### src/rtl/micro_seq_pkg.sv
// Shared definitions for the micro-sequencer: opcodes, FSM states, operand selects,
// timeout limit and the registered Moore strobe bundle.
package micro_seq_pkg;

    typedef enum logic [2:0] {
        FETCH   = 3'd0,
        DECODE  = 3'd1,
        OPERAND = 3'd2,
        MEMACC  = 3'd3,
        ALU_SET = 3'd4,
        ALU_WB  = 3'd5,
        HALT    = 3'd6
    } state_t;

    localparam logic [3:0] OP_NOP = 4'h0;
    localparam logic [3:0] OP_LDA = 4'h1;
    localparam logic [3:0] OP_LDD = 4'h2;
    localparam logic [3:0] OP_STD = 4'h3;
    localparam logic [3:0] OP_ADD = 4'h4;
    localparam logic [3:0] OP_SUB = 4'h5;
    localparam logic [3:0] OP_LGL = 4'h6;
    localparam logic [3:0] OP_LGH = 4'h7;
    localparam logic [3:0] OP_JMP = 4'h8;
    localparam logic [3:0] OP_HLT = 4'hF;

    localparam logic [1:0] SEL_AR = 2'b00;
    localparam logic [1:0] SEL_DR = 2'b01;
    localparam logic [1:0] SEL_GR = 2'b10;
    localparam logic [1:0] SEL_PR = 2'b11;

    // Number of request cycles allowed before a transfer is declared dead.
    localparam int TIMEOUT_LIMIT = 16;

    typedef struct packed {
        logic       pr_on_add;
        logic       ar_on_add;
        logic       mem_rd;
        logic       mem_wr;
        logic       dr_on_data;
        logic       alu_2_data;
        logic       dr_load;
        logic       alu_sel;
        logic       alu_cin;
        logic [1:0] sel_a;
        logic [1:0] sel_b;
        logic       halted;
    } strobes_t;

    function automatic logic is_illegal(input logic [3:0] op);
        return (op > OP_JMP) && (op != OP_HLT);
    endfunction

endpackage

### src/rtl/micro_sequencer_if.sv
// Control bus between the micro-sequencer and the 8-bit datapath/memory.
// master = sequencer side, slave = datapath/memory side.
interface micro_sequencer_if;

    logic [7:0] machine_code;
    logic       mem_ready;
    logic       pr_on_add;
    logic       increment_pr;
    logic       ar_on_pr;
    logic       data_on_ir;
    logic       data_on_ar;
    logic       ar_on_add;
    logic       data_on_dr;
    logic       dr_on_data;
    logic       lsb_on_gr;
    logic       msb_on_gr;
    logic       ALU_cin;
    logic       ALU_sel;
    logic       alu_2_data;
    logic [1:0] add_sel_a;
    logic [1:0] add_sel_b;
    logic       mem_rd;
    logic       mem_wr;
    logic       halted;
    logic       illegal_op;
    logic       bus_err;

    modport master (
        input  machine_code, mem_ready,
        output pr_on_add, increment_pr, ar_on_pr, data_on_ir, data_on_ar,
               ar_on_add, data_on_dr, dr_on_data, lsb_on_gr, msb_on_gr,
               ALU_cin, ALU_sel, alu_2_data, add_sel_a, add_sel_b,
               mem_rd, mem_wr, halted, illegal_op, bus_err
    );

    modport slave (
        output machine_code, mem_ready,
        input  pr_on_add, increment_pr, ar_on_pr, data_on_ir, data_on_ar,
               ar_on_add, data_on_dr, dr_on_data, lsb_on_gr, msb_on_gr,
               ALU_cin, ALU_sel, alu_2_data, add_sel_a, add_sel_b,
               mem_rd, mem_wr, halted, illegal_op, bus_err
    );

endinterface

### src/rtl/micro_seq_timer.sv
// Memory-request watchdog: counts consecutive request cycles and flags the cycle
// in which the last allowed request cycle passes without mem_ready.
module micro_seq_timer
    import micro_seq_pkg::*;
(
    input  logic clk,
    input  logic rst,
    input  logic req,
    input  logic ready,
    output logic expired
);

    logic [3:0] cnt;

    assign expired = req & ~ready & (cnt == 4'(TIMEOUT_LIMIT - 1));

    always_ff @(posedge clk) begin
        if (rst || !req || ready || expired) begin
            cnt <= '0;
        end else begin
            cnt <= cnt + 4'd1;
        end
    end

endmodule

### src/rtl/micro_sequencer.sv
// Instruction sequencer for the 8-bit accumulator datapath. Optional memory
// watchdog is enabled with `define MICRO_SEQ_MEM_TIMEOUT_EN.
module micro_sequencer
    import micro_seq_pkg::*;
(
    input  logic              clk,
    input  logic              rst,
    micro_sequencer_if.master bus
);

    state_t     state;
    state_t     nxt;
    strobes_t   stb;
    logic [3:0] op;
    logic [3:0] cur_op;
    logic       req;
    logic       done;
    logic       xfer;
    logic       expired;
    logic       unused_operand_bits;

    function automatic state_t next_state(input state_t s, input logic [3:0] o,
                                          input logic fin, input logic tmo);
        state_t n;
        n = s;
        if (tmo) begin
            n = HALT;
        end else begin
            case (s)
                FETCH:   if (fin) n = DECODE;
                DECODE: begin
                    case (o)
                        OP_LDA, OP_LGL, OP_LGH, OP_JMP: n = OPERAND;
                        OP_LDD, OP_STD:                 n = MEMACC;
                        OP_ADD, OP_SUB:                 n = ALU_SET;
                        OP_HLT:                         n = HALT;
                        default:                        n = FETCH;
                    endcase
                end
                OPERAND: if (fin) n = FETCH;
                MEMACC:  if (fin) n = FETCH;
                ALU_SET: n = ALU_WB;
                ALU_WB:  n = FETCH;
                default: n = HALT;
            endcase
        end
        return n;
    endfunction

    // Level strobes that depend only on the state being entered.
    function automatic strobes_t moore_strobes(input state_t s, input logic [3:0] o);
        strobes_t t;
        t = '0;
        case (s)
            FETCH, OPERAND: begin
                t.pr_on_add = 1'b1;
                t.mem_rd    = 1'b1;
            end
            MEMACC: begin
                t.ar_on_add = 1'b1;
                if (o == OP_STD) begin
                    t.mem_wr     = 1'b1;
                    t.dr_on_data = 1'b1;
                end else begin
                    t.mem_rd = 1'b1;
                end
            end
            ALU_SET, ALU_WB: begin
                t.sel_a      = SEL_DR;
                t.sel_b      = SEL_GR;
                t.alu_sel    = (o == OP_SUB);
                t.alu_cin    = (o == OP_SUB);
                t.alu_2_data = (s == ALU_WB);
                t.dr_load    = (s == ALU_WB);
            end
            HALT:    t.halted = 1'b1;
            default: t = '0;
        endcase
        return t;
    endfunction

    // The IR is only trusted in DECODE; later states use the latched opcode.
    assign cur_op = (state == DECODE) ? bus.machine_code[7:4] : op;
    assign unused_operand_bits = ^bus.machine_code[3:0];

    // A transfer exists only while a request is out, so stray mem_ready is ignored.
    assign req  = stb.mem_rd | stb.mem_wr;
    assign done = req & bus.mem_ready;
    assign xfer = done & ~rst;
    assign nxt  = next_state(state, cur_op, done, expired);

    // Outputs come out of reset at zero; the first fetch request follows one cycle later.
    always_ff @(posedge clk) begin
        if (rst) begin
            state <= FETCH;
            stb   <= '0;
        end else begin
            state <= nxt;
            stb   <= moore_strobes(nxt, cur_op);
        end
    end

    always_ff @(posedge clk) begin
        if (state == DECODE) begin
            op <= bus.machine_code[7:4];
        end
    end

    assign bus.pr_on_add  = stb.pr_on_add;
    assign bus.ar_on_add  = stb.ar_on_add;
    assign bus.mem_rd     = stb.mem_rd;
    assign bus.mem_wr     = stb.mem_wr;
    assign bus.dr_on_data = stb.dr_on_data;
    assign bus.alu_2_data = stb.alu_2_data;
    assign bus.ALU_sel    = stb.alu_sel;
    assign bus.ALU_cin    = stb.alu_cin;
    assign bus.add_sel_a  = stb.sel_a;
    assign bus.add_sel_b  = stb.sel_b;
    assign bus.halted     = stb.halted;

    // Load and increment pulses fire only in the cycle the memory completes.
    assign bus.data_on_ir   = xfer & (state == FETCH);
    assign bus.increment_pr = xfer & ((state == FETCH) || ((state == OPERAND) && (op != OP_JMP)));
    assign bus.data_on_ar   = xfer & (state == OPERAND) & (op == OP_LDA);
    assign bus.lsb_on_gr    = xfer & (state == OPERAND) & (op == OP_LGL);
    assign bus.msb_on_gr    = xfer & (state == OPERAND) & (op == OP_LGH);
    assign bus.ar_on_pr     = xfer & (state == OPERAND) & (op == OP_JMP);
    assign bus.data_on_dr   = (xfer & (state == MEMACC) & (op == OP_LDD)) | stb.dr_load;
    assign bus.illegal_op   = (state == DECODE) & is_illegal(bus.machine_code[7:4]);

`ifdef MICRO_SEQ_MEM_TIMEOUT_EN
    logic bus_err_q;

    micro_seq_timer u_timer (
        .clk     (clk),
        .rst     (rst),
        .req     (req),
        .ready   (bus.mem_ready),
        .expired (expired)
    );

    always_ff @(posedge clk) begin
        if (rst) begin
            bus_err_q <= 1'b0;
        end else if (expired) begin
            bus_err_q <= 1'b1;
        end
    end

    assign bus.bus_err = bus_err_q;
`else
    assign expired     = 1'b0;
    assign bus.bus_err = 1'b0;
`endif

endmodule

### src/flat_wrapper.sv
// flat-port wrapper written by rule: the top's interface ports become plain ports
module micro_sequencer_flat import micro_seq_pkg::*;
  (clk, rst, bus_machine_code, bus_mem_ready, bus_pr_on_add, bus_increment_pr, bus_ar_on_pr, bus_data_on_ir, bus_data_on_ar, bus_ar_on_add, bus_data_on_dr, bus_dr_on_data, bus_lsb_on_gr, bus_msb_on_gr, bus_ALU_cin, bus_ALU_sel, bus_alu_2_data, bus_add_sel_a, bus_add_sel_b, bus_mem_rd, bus_mem_wr, bus_halted, bus_illegal_op, bus_bus_err);
  micro_sequencer_if bus_i ();
  input  logic clk;
  input  logic rst;
  input wire logic [$bits(bus_i.machine_code)-1:0] bus_machine_code;
  input wire logic [$bits(bus_i.mem_ready)-1:0] bus_mem_ready;
  output wire logic [$bits(bus_i.pr_on_add)-1:0] bus_pr_on_add;
  output wire logic [$bits(bus_i.increment_pr)-1:0] bus_increment_pr;
  output wire logic [$bits(bus_i.ar_on_pr)-1:0] bus_ar_on_pr;
  output wire logic [$bits(bus_i.data_on_ir)-1:0] bus_data_on_ir;
  output wire logic [$bits(bus_i.data_on_ar)-1:0] bus_data_on_ar;
  output wire logic [$bits(bus_i.ar_on_add)-1:0] bus_ar_on_add;
  output wire logic [$bits(bus_i.data_on_dr)-1:0] bus_data_on_dr;
  output wire logic [$bits(bus_i.dr_on_data)-1:0] bus_dr_on_data;
  output wire logic [$bits(bus_i.lsb_on_gr)-1:0] bus_lsb_on_gr;
  output wire logic [$bits(bus_i.msb_on_gr)-1:0] bus_msb_on_gr;
  output wire logic [$bits(bus_i.ALU_cin)-1:0] bus_ALU_cin;
  output wire logic [$bits(bus_i.ALU_sel)-1:0] bus_ALU_sel;
  output wire logic [$bits(bus_i.alu_2_data)-1:0] bus_alu_2_data;
  output wire logic [$bits(bus_i.add_sel_a)-1:0] bus_add_sel_a;
  output wire logic [$bits(bus_i.add_sel_b)-1:0] bus_add_sel_b;
  output wire logic [$bits(bus_i.mem_rd)-1:0] bus_mem_rd;
  output wire logic [$bits(bus_i.mem_wr)-1:0] bus_mem_wr;
  output wire logic [$bits(bus_i.halted)-1:0] bus_halted;
  output wire logic [$bits(bus_i.illegal_op)-1:0] bus_illegal_op;
  output wire logic [$bits(bus_i.bus_err)-1:0] bus_bus_err;
  assign bus_i.machine_code = bus_machine_code;
  assign bus_i.mem_ready = bus_mem_ready;
  assign bus_pr_on_add = bus_i.pr_on_add;
  assign bus_increment_pr = bus_i.increment_pr;
  assign bus_ar_on_pr = bus_i.ar_on_pr;
  assign bus_data_on_ir = bus_i.data_on_ir;
  assign bus_data_on_ar = bus_i.data_on_ar;
  assign bus_ar_on_add = bus_i.ar_on_add;
  assign bus_data_on_dr = bus_i.data_on_dr;
  assign bus_dr_on_data = bus_i.dr_on_data;
  assign bus_lsb_on_gr = bus_i.lsb_on_gr;
  assign bus_msb_on_gr = bus_i.msb_on_gr;
  assign bus_ALU_cin = bus_i.ALU_cin;
  assign bus_ALU_sel = bus_i.ALU_sel;
  assign bus_alu_2_data = bus_i.alu_2_data;
  assign bus_add_sel_a = bus_i.add_sel_a;
  assign bus_add_sel_b = bus_i.add_sel_b;
  assign bus_mem_rd = bus_i.mem_rd;
  assign bus_mem_wr = bus_i.mem_wr;
  assign bus_halted = bus_i.halted;
  assign bus_illegal_op = bus_i.illegal_op;
  assign bus_bus_err = bus_i.bus_err;
  micro_sequencer u_core (.clk(clk), .rst(rst), .bus(bus_i));
endmodule
### config.mk
export PLATFORM = sky130hd
export DESIGN_NAME = micro_sequencer_flat
export DESIGN_NICKNAME = d
export VERILOG_FILES = /design/src/rtl/micro_seq_pkg.sv /design/src/rtl/micro_sequencer_if.sv /design/src/rtl/micro_seq_timer.sv /design/src/rtl/micro_sequencer.sv /design/src/flat_wrapper.sv
export SDC_FILE = /design/constraint.sdc
export NUM_CORES = 1
export LEC_CHECK = 0
export ABC_AREA = 1
export CELL_PAD_IN_SITES_DETAIL_PLACEMENT = 0
export CELL_PAD_IN_SITES_GLOBAL_PLACEMENT = 1
export CORE_ASPECT_RATIO = 0.9
export CORE_MARGIN = 1.5
export CORE_UTILIZATION = 32
export CTS_CLUSTER_SIZE = 20
export DETAILED_ROUTE_END_ITERATION = 10
export MAX_ROUTING_LAYER = met4
export PLACE_DENSITY = 0.82
export REMOVE_ABC_BUFFERS = 1
export SYNTH_ARGS = -nofsm -noshare
export SYNTH_HDL_FRONTEND = slang
export SYNTH_SLANG_ARGS = --single-unit
### constraint.sdc
create_clock -name clk -period 4.65 [get_ports clk]
set_clock_uncertainty 0.15 [all_clocks]
set_input_delay 0.93 -clock clk [delete_from_list [all_inputs] [get_ports clk]]
set_output_delay 0.93 -clock clk [all_outputs]
set_load 0.005 [all_outputs]
==> flow_metrics.env, run 1 <==
export IMPL_status="finished clean"
export IMPL_vias=827
export IMPL_worstHoldStart="u_core.op[0]$_DFF_P_"
export IMPL_drc=0
export IMPL_drive_gt1_frac=0.185
export IMPL_critPathMaxFanout=7
export IMPL_rows=18
export IMPL_crit_buf_inv=3
export IMPL_slew_viol_final=0
export IMPL_crit_path_cell_trace="clkdlybuf4s50_1 > inv_1 > nand2_1 > nor3_1 > nand2_1 > nor4_1 > clkdlybuf4s50_1"
export IMPL_routed_wl_microns=1820
export IMPL_die_w_microns=58.8
export IMPL_synthDistinctLibCells=29
export IMPL_whs_path_depth=2
export IMPL_hpwl_microns=1490
export IMPL_p_comb_frac=0.537
export IMPL_syn_to_final_growth_pct=30.9
export IMPL_cpLargestDelayFamily="buffers and inverters"
export IMPL_grt_pass1_vias=702
export IMPL_clkPwrFrac=0.119
export IMPL_critPathLaunchType="input pin"
export IMPL_initial_core_util=0.331
export IMPL_clock_latency_ns=0.27
export IMPL_postLayoutSetupSlackWorst_ns=0.807
export IMPL_finalCritPeriodShare=0.826
export IMPL_nets=158
export IMPL_post_place_cells=172
export IMPL_most_common_layout_cells="clkdlybuf4s50_1 (25), nand2_1 (20), inv_1 (15), dfxtp_1 (15), nor2_1 (13)"
export IMPL_finalSetupViolCount=0
export IMPL_cp_slowest_cell="clkdlybuf4s50_1"
export IMPL_fmaxAchievable_ghz=0.260
export IMPL_switching_share=0.453
export IMPL_finalInstanceArea_sq_um=1170
export IMPL_relSlewSlack=0.646
export IMPL_ys_warn_count=0
export IMPL_via_per_inst=4.70
export IMPL_hold_path_class="reg -> reg"
export IMPL_n_antenna_cell=0
export IMPL_required_ns=3.57
export IMPL_syn_cell_area_sq_um=896
export IMPL_min_to="u_core.op[0]$_DFF_P_"
export IMPL_post_cts_buffers=0
export IMPL_p_leak_nw=0.497
export IMPL_reg2reg_depth=10
export IMPL_maxCapViolCount=0
export IMPL_io_buffers=25
export IMPL_grt_pass1_wl_microns=2930
export IMPL_cts_root_buffer="clkbuf_4"
export IMPL_hold_buffers=0
export IMPL_overflow=0
export IMPL_cts_resized_gates=0
export IMPL_power_switching_w=0.000270
export IMPL_clk_pin_slew_ns=0.09
export IMPL_p_int_w=0.000327
export IMPL_cts_htree_levels=1
export IMPL_antenna_left=0
export IMPL_reg2reg_setup_slack_ns=2.90
export IMPL_dpl_cell_area_sq_um=1150
export IMPL_synthCells=121
export IMPL_finalSetupTns_ns=0
export IMPL_final_hold_viol_count=0
export IMPL_slowest_delay_ns=0.56
export IMPL_tightest_slew_ns=0.526
export IMPL_fin_crit_ns=3.84
export IMPL_power_density_nw_per_um2=509
export IMPL_dr_pass1_iters=4
export IMPL_place_ws_ns=0.778
export IMPL_path_class="in -> out"
export IMPL_io_pins=33
export IMPL_track_usage=0.129
export IMPL_dieArea_sq_um=3130
export IMPL_synth_seq_area_share=0.335
export IMPL_reg2reg_to="u_core.bus.ALU_sel$_SDFF_PP0_"
export IMPL_antenna_found_initial=0
export IMPL_clkSinkCount=15
export IMPL_coreArea_sq_um=2700
export IMPL_die_h_microns=53.2
export IMPL_crit_path_end_kind="output pin"
export IMPL_place_congestion=0.836
export IMPL_final_instance_count_excl_fill=176
export IMPL_drt_iter0_drc=25
export IMPL_cts_buffers=3
export IMPL_wl_per_cell_microns=10.3
export IMPL_synth_ff_latch_count=15
export IMPL_peakVddDrop_v=0.000159
export IMPL_mostFrequentLayoutCell="clkdlybuf4s50_1"
export IMPL_arrival_ns=2.76
export IMPL_grt_max_degree=9
export IMPL_rsz0062_at_grt="false"
export IMPL_p_seq_frac=0.343
export IMPL_cts_tree="done"
export IMPL_syn_area_per_cell_sq_um=7.40
export IMPL_r2r_start="u_core.state[0]$_SDFF_PP0_"
export IMPL_cts_buffer_depth=2
## power groups by stage
stage / registers [W] / logic [W] / clock network, W
final: 0.000205 / 0.000321 / 0.0000712
after global routing: 0.000210 / 0.000358 / 0.0000828
after CTS: 0.000205 / 0.000323 / 0.0000758
after detailed placement: 0.000208 / 0.000321 / 0
after global placement: 0.000206 / 0.000317 / 0
after floorplan: 0.000202 / 0.000233 / 0
## synth_stat cells, drive strengths merged
cell	number	area, sq um
nand4	4	25.0
conb	1	3.75
o21a	2	15.0
a21oi	4	35.0
o21ai	3	26.3
dfxtp	15	300
nand3b	1	7.51
a211oi	1	7.51
o31ai	1	7.51
buf	6	45.0
nand3	10	77.6
nor2	16	72.6
o22ai	1	6.26
nor3	3	15.0
nor4	3	18.8
nand2	30	153
inv	19	73.8
or3	1	6.26
## final cells by class
cell class                      instances  area [sq um]
Clock buffer                            4          26.3
Sequential cell                        15           300
Inverter                               19          73.8
Tap cell                               30          37.5
Timing Repair Buffer                   25           250
Multi-Input combinational cell         83           484
Fill cell                             285          1530
## registers in the layout, summed over array words and instances, names as in the netlist
register               flops
u_core.bus.add_sel_b       1
u_core.bus.ar_on_add       1
u_core.bus.dr_on_data      1
u_core.bus.alu_2_data      1
u_core.bus.ALU_sel         1
u_core.bus.halted          1
u_core.op                  4
u_core.bus.pr_on_add       1
u_core.state               3
u_core.bus.mem_rd          1
## logic make-up after synthesis
logic type,share of synthesized area
other cells,0.00419
flops,0.335
compound gates,0.109
simple gates,0.419
buf+inv,0.133
## worst max path at each step
stage                     slack [ns]  cells after the start     startpoint        endpoint
final                           0.81                      7            rst  bus_data_on_ar
after global routing            0.61                      7            rst  bus_data_on_ar
after CTS                       0.77                      7            rst  bus_data_on_ar
after detailed placement        0.78                      7            rst  bus_data_on_ar
after global placement          0.81                      7            rst   bus_msb_on_gr
after floorplan                 1.91                      5  bus_mem_ready  bus_data_on_ar
## metal layers
layer  vias up  global-route usage  routed length (microns)  share of wire
met5         -                   -                        0              0
met4         0              0.0720                       42          0.023
met3         4              0.0244                       58          0.032
met2        20               0.180                      825           0.45
met1       374               0.173                      888           0.49
li1        429                   -                        -              -
## worst min-delay path: stages (launching register included)
cell and delay (ns):
dfxtp_1 0.34, nand2_1 0.07, nand2_1 0.08
## per-stage QoR
step	utilization	hold slack (ns)	total power (W)
after global routing	0.434	0.436	0.000651
final	0.434	0.409	0.000597
after global placement	0.424	0.392	0.000523
after detailed placement	0.424	0.393	0.000528
after CTS	0.434	0.407	0.000603
after floorplan	-	0.355	0.000435
No activity file was read; power rests on OpenSTA's default activity.
==> inputs of run 2 (changes only) <==
Settings changed: CORE_UTILIZATION 32 to 30, PLACE_DENSITY 0.82 to 0.78.
Clock period 4.65 ns to 3.7 ns, I/O delays scaled along.
==> run 2 against run 1 <==
Against the previous run: global-route usage barely moved; routed wire length up 3.0%; via count down 1.2%; die area increased by 6.3%.
==> flow_metrics.env, run 2 (synthesis gave the netlist of run 1 again) <==
export IMPL_cts_root_buffer="clkbuf_4"
export IMPL_peakVddDrop_v=0.000181
export IMPL_wl_per_cell_microns=9.99
export IMPL_cts_resized_gates=0
export IMPL_rows=18
export IMPL_critPathMaxFanout=4
export IMPL_cpLargestDelayFamily="buffers and inverters"
export IMPL_hold_buffers=0
export IMPL_dr_pass1_iters=4
export IMPL_mostFrequentLayoutCell="clkdlybuf4s50_1"
export IMPL_arrival_ns=2.54
export IMPL_cts_tree="done"
export IMPL_via_per_inst=4.37
export IMPL_slowest_delay_ns=0.55
export IMPL_routed_wl_microns=1870
export IMPL_path_class="in -> out"
export IMPL_hold_path_class="reg -> reg"
export IMPL_finalCritPeriodShare=0.926
export IMPL_cts_buffers=3
export IMPL_clock_latency_ns=0.27
export IMPL_hpwl_microns=1550
export IMPL_final_hold_viol_count=0
export IMPL_crit_path_end_kind="output pin"
export IMPL_required_ns=2.81
export IMPL_postLayoutSetupSlackWorst_ns=0.273
export IMPL_fmaxAchievable_ghz=0.292
export IMPL_crit_buf_inv=2
export IMPL_maxCapViolCount=0
export IMPL_regMostFlops="u_core.op"
export IMPL_antenna_found_initial=0
export IMPL_initial_core_util=0.321
export IMPL_io_buffers=25
export IMPL_die_h_microns=54.8
export IMPL_track_usage=0.129
export IMPL_whs_path_depth=2
export IMPL_reg2reg_depth=10
export IMPL_drt_iter0_drc=18
export IMPL_clkSinkCount=15
export IMPL_fin_hold_ws_ns=0.412
export IMPL_top_regs="u_core.op (4), u_core.state (3)"
export IMPL_syn_to_final_growth_pct=33.1
export IMPL_io_pins=33
export IMPL_finalSetupViolCount=0
export IMPL_tightest_slew_ns=0.517
export IMPL_coreArea_sq_um=2790
export IMPL_grt_pass1_wl_microns=3070
export IMPL_status="finished clean"
export IMPL_p_leak_nw=0.502
export IMPL_crit_path_cell_trace="clkdlybuf4s50_1 > o21a_1 > nand2_1 > nor3_1 > nand2_1 > nor4_1 > clkdlybuf4s50_1"
export IMPL_clk_pin_slew_ns=0.08
export IMPL_power_density_nw_per_um2=631
export IMPL_relSlewSlack=0.652
export IMPL_grt_pass1_vias=724
export IMPL_path_depth=7
export IMPL_fin_crit_ns=3.43
export IMPL_post_cts_buffers=0
export IMPL_largest_reg_flops=4
export IMPL_vias=817
export IMPL_critPathLaunchType="input pin"
export IMPL_rsz0062_at_grt="false"
export IMPL_most_common_layout_cells="clkdlybuf4s50_1 (25), nand2_1 (20), inv_1 (15), dfxtp_1 (15), nor2_1 (13)"
export IMPL_drive_gt1_frac=0.190
export IMPL_cts_htree_levels=1
export IMPL_cp_slowest_cell="clkdlybuf4s50_1"
export IMPL_n_antenna_cell=0
export IMPL_power_w=0.000752
export IMPL_dieArea_sq_um=3320
export IMPL_finalSetupTns_ns=0
export IMPL_slew_viol_final=0
export IMPL_grt_max_degree=9
export IMPL_drc=0
export IMPL_die_w_microns=60.6
export IMPL_place_congestion=0.809
export IMPL_cts_buffer_depth=2
export IMPL_nets=159
export IMPL_place_ws_ns=0.247
export IMPL_antenna_left=0
export IMPL_overflow=0
run 2: cell types whose count changed in the layout (fill, tap and decap cells not counted), sizes merged:
| cell | previous run | this run |
|---|---|---|
| buf | 0 | 1 |
run 2: worst min-delay path: stages, from the launching register on:
cell and delay [ns]:
dfxtp_1 0.34, nand2_1 0.07, nand2_1 0.09
run 2: report_power, final:
group | total (W) | switching (W) | internal (W)
clock | 0.0000893 | 0.0000475 | 0.0000418
combinational | 0.000403 | 0.000243 | 0.000160
sequential | 0.000260 | 0.0000504 | 0.000209
run 2: final cells by class:
type / instances / area, sq um
Clock buffer: 4 / 26.3
Fill cell: 330 / 1600
Inverter: 19 / 73.8
Multi-Input combinational cell: 83 / 484
Sequential cell: 15 / 300
Tap cell: 40 / 50.0
Timing Repair Buffer: 26 / 258
run 2: path summary, 6_finish.rpt:
| path | start | end | slack, ns |
|---|---|---|---|
| worst max register to register | u_core.state[0]$_SDFF_PP0_ | u_core.bus.alu_2_data$_SDFF_PP0_ | 1.95 |
| worst min-delay path | u_core.op[0]$_DFF_P_ | u_core.op[0]$_DFF_P_ | 0.41 |
| worst min register to register | u_core.op[0]$_DFF_P_ | u_core.op[0]$_DFF_P_ | 0.41 |
| worst max-delay path | bus_mem_ready | bus_msb_on_gr | 0.27 |
run 2: through the flow:
| stage | std cells | utilization | instance area [sq um] |
|---|---|---|---|
| finish | 187 | 0.427 | 1190 |
| global placement | 183 | 0.418 | 1170 |
| global route | 187 | 0.427 | 1190 |
| floorplan | 117 | - | 858 |
| detailed placement | 183 | 0.418 | 1170 |
| CTS | 187 | 0.427 | 1190 |
run 2: per-layer routing:
| layer | track usage | routed length [microns] | part of all wire | vias up |
|---|---|---|---|---|
| met5 | - | 0 | 0 | - |
| met4 | 0.0435 | 21 | 0.011 | 0 |
| met3 | 0.0355 | 124 | 0.066 | 2 |
| met2 | 0.199 | 793 | 0.42 | 26 |
| met1 | 0.163 | 930 | 0.50 | 358 |
| li1 | - | - | - | 431 |
==> inputs of run 3 (changes only) <==
Settings changed: SKIP_LAST_GASP set to 1.
==> results of run 3 <==
No change in the layout: final DEF, timing and power equal those of run 2.
==> variant: new RTL, config.mk and constraints of run 1 <==
The 7 states of `state_t` get a one-hot encoding in 7 bits.
--- a/src/rtl/micro_seq_pkg.sv
+++ b/src/rtl/micro_seq_pkg.sv
@@ -3,12 +3,12 @@
 package micro_seq_pkg;
 
-    typedef enum logic [2:0] {
-        FETCH   = 3'd0,
-        DECODE  = 3'd1,
-        OPERAND = 3'd2,
-        MEMACC  = 3'd3,
-        ALU_SET = 3'd4,
-        ALU_WB  = 3'd5,
-        HALT    = 3'd6
+    typedef enum logic [6:0] {
+        FETCH   = 7'b0000001,
+        DECODE  = 7'b0000010,
+        OPERAND = 7'b0000100,
+        MEMACC  = 7'b0001000,
+        ALU_SET = 7'b0010000,
+        ALU_WB  = 7'b0100000,
+        HALT    = 7'b1000000
     } state_t;
 
Formal check against the unedited RTL: same outputs for any inputs over 10 cycles, from zero or initial values and one cycle with rst high; not proved beyond that.
==> variant against run 1 <==
- worst setup slack improved by 0.032 ns
- critical endpoint unchanged
- via count is 22% higher
- sequential cell count up 4
- routed wire length is 27% higher
- largest cell class unchanged
- area after synthesis rose by 19%
- global-route usage rose by 1.5 points
- design area up 16%
Power is not compared: it rests on default switching activity, and its combinational part moved more than twofold at a synthesized area within 25%.
==> variant: results (changes against run 1) <==
[logic_synthesis]
yosys-top-cells-area = dfxtp_1 (36%), nand2_1 (9.5%), nand3_1 (8.0%)  ; was dfxtp_1 (34%), nand2_1 (8.4%), inv_1 (6.3%)
yosysSeqAreaShare_pct = 35.8  ; was 33.5%
netlist_top_cells_count = nand2_1 (27), inv_1 (21), nor2_1 (20)  ; was nand2_1 (20), dfxtp_1 (15), inv_1 (15)
post_synth_num_cell_types = 27  ; was 29

[worst_setup_path]
cp_slowest_stage_delay_ns = 0.54  ; was 0.56 ns
cp-startpoint = bus_mem_ready  ; was rst
r2r-start = u_core.state[6]  ; was u_core.state[0]
worst-endpoint-arrival_ns = 2.73  ; was 2.76 ns
crit_fanout = 5  ; was 7

[global_routing]
globalRouteMet2Util_pct = 23.3  ; was 18.0%
grtUsageMet1_pct = 17.7  ; was 17.3%
grt_max_degree = 13  ; was 9
grt_use_met3_pct = 2.52  ; was 2.44%

[placement]
hpwlAfterDp_microns = 1880  ; was 1490 microns
dp_slack_ns = 0.825  ; was 0.778 ns
gp_routability_congestion = 0.785  ; was 0.836

[routing]
wire_per_inst_microns = 10.5  ; was 10.3 microns
vias = 1011  ; was 827
drtPass1Iterations = 4  ; unchanged

[layout]
nets = 190  ; was 158
drive_gt1_share_pct = 12.4  ; was 18.5%

[clock_tree]
ctsRootBufferMaster = clkbuf_8  ; was clkbuf_4
clkLatencyLatePin_ns = 0.25  ; was 0.27 ns
clkTransAtPathRegs_ns = 0.07  ; was 0.09 ns

[floorplan]
rows = 19  ; was 18

[run_status]
status = completed  ; unchanged

[min_path]
hold_start = u_core.op[3]  ; was u_core.op[0]

==> variant: per-stage QoR <==
stage	utilization (%)	hold slack, ns	std cells
final	43.6	0.430	220
after CTS	43.6	0.428	220
after floorplan	-	0.374	149
after global routing	43.6	0.471	220
after global placement	42.1	0.416	216
after detailed placement	42.1	0.417	216
==> variant: power breakdown <==
| group | internal [mW] | leakage (nW) | total [mW] | switching (mW) |
|---|---|---|---|---|
| logic | 0.0436 | 0.458 | 0.125 | 0.0813 |
| registers | 0.180 | 0.155 | 0.196 | 0.0162 |
| clock network | 0.0595 | 0.0255 | 0.113 | 0.0536 |
==> variant: area by class of cell <==
| cell class | count | area share (%) |
|---|---|---|
| multi-input cells | 104 | 39.0 |
| well taps | 42 | 3.87 |
| clock inverters | 1 | 0.368 |
| repair buffers | 25 | 18.4 |
| flip-flops and latches | 19 | 28.0 |
| clock buffers | 3 | 3.04 |
| inverters | 26 | 7.37 |
==> variant: final timing paths <==
check | to | cells after the start | slack (ns)
worst max-delay path | bus_data_on_ar | 8 | 0.84
worst min-delay path | u_core.op[3] | 2 | 0.43
worst max register to register | u_core.bus.mem_rd | 14 | 2.64
worst min register to register | u_core.op[3] | 2 | 0.43
==> variant: worst max-delay path, delay by kind of cell <==
kind | cells | cell delay [ns]
buf+inv | 3 | 1.08
simple gates | 4 | 0.54
compound gates | 1 | 0.18
==> variant: cells by family after synthesis <==
| group | after synthesis | share of synthesized area, % |
|---|---|---|
| other cells | 1 | 0.353 |
| buf+inv | 34 | 15.2 |
| flops | 19 | 35.8 |
| simple gates | 90 | 41.8 |
| compound gates | 11 | 6.94 |
==> variant: per-layer routing <==
layer  vias to the layer above  routed length (microns)
met5                         -                        0
met4                         0                       12
met3                         2                      102
met2                        28                     1100
met1                       442                     1090
li1                        539                        -
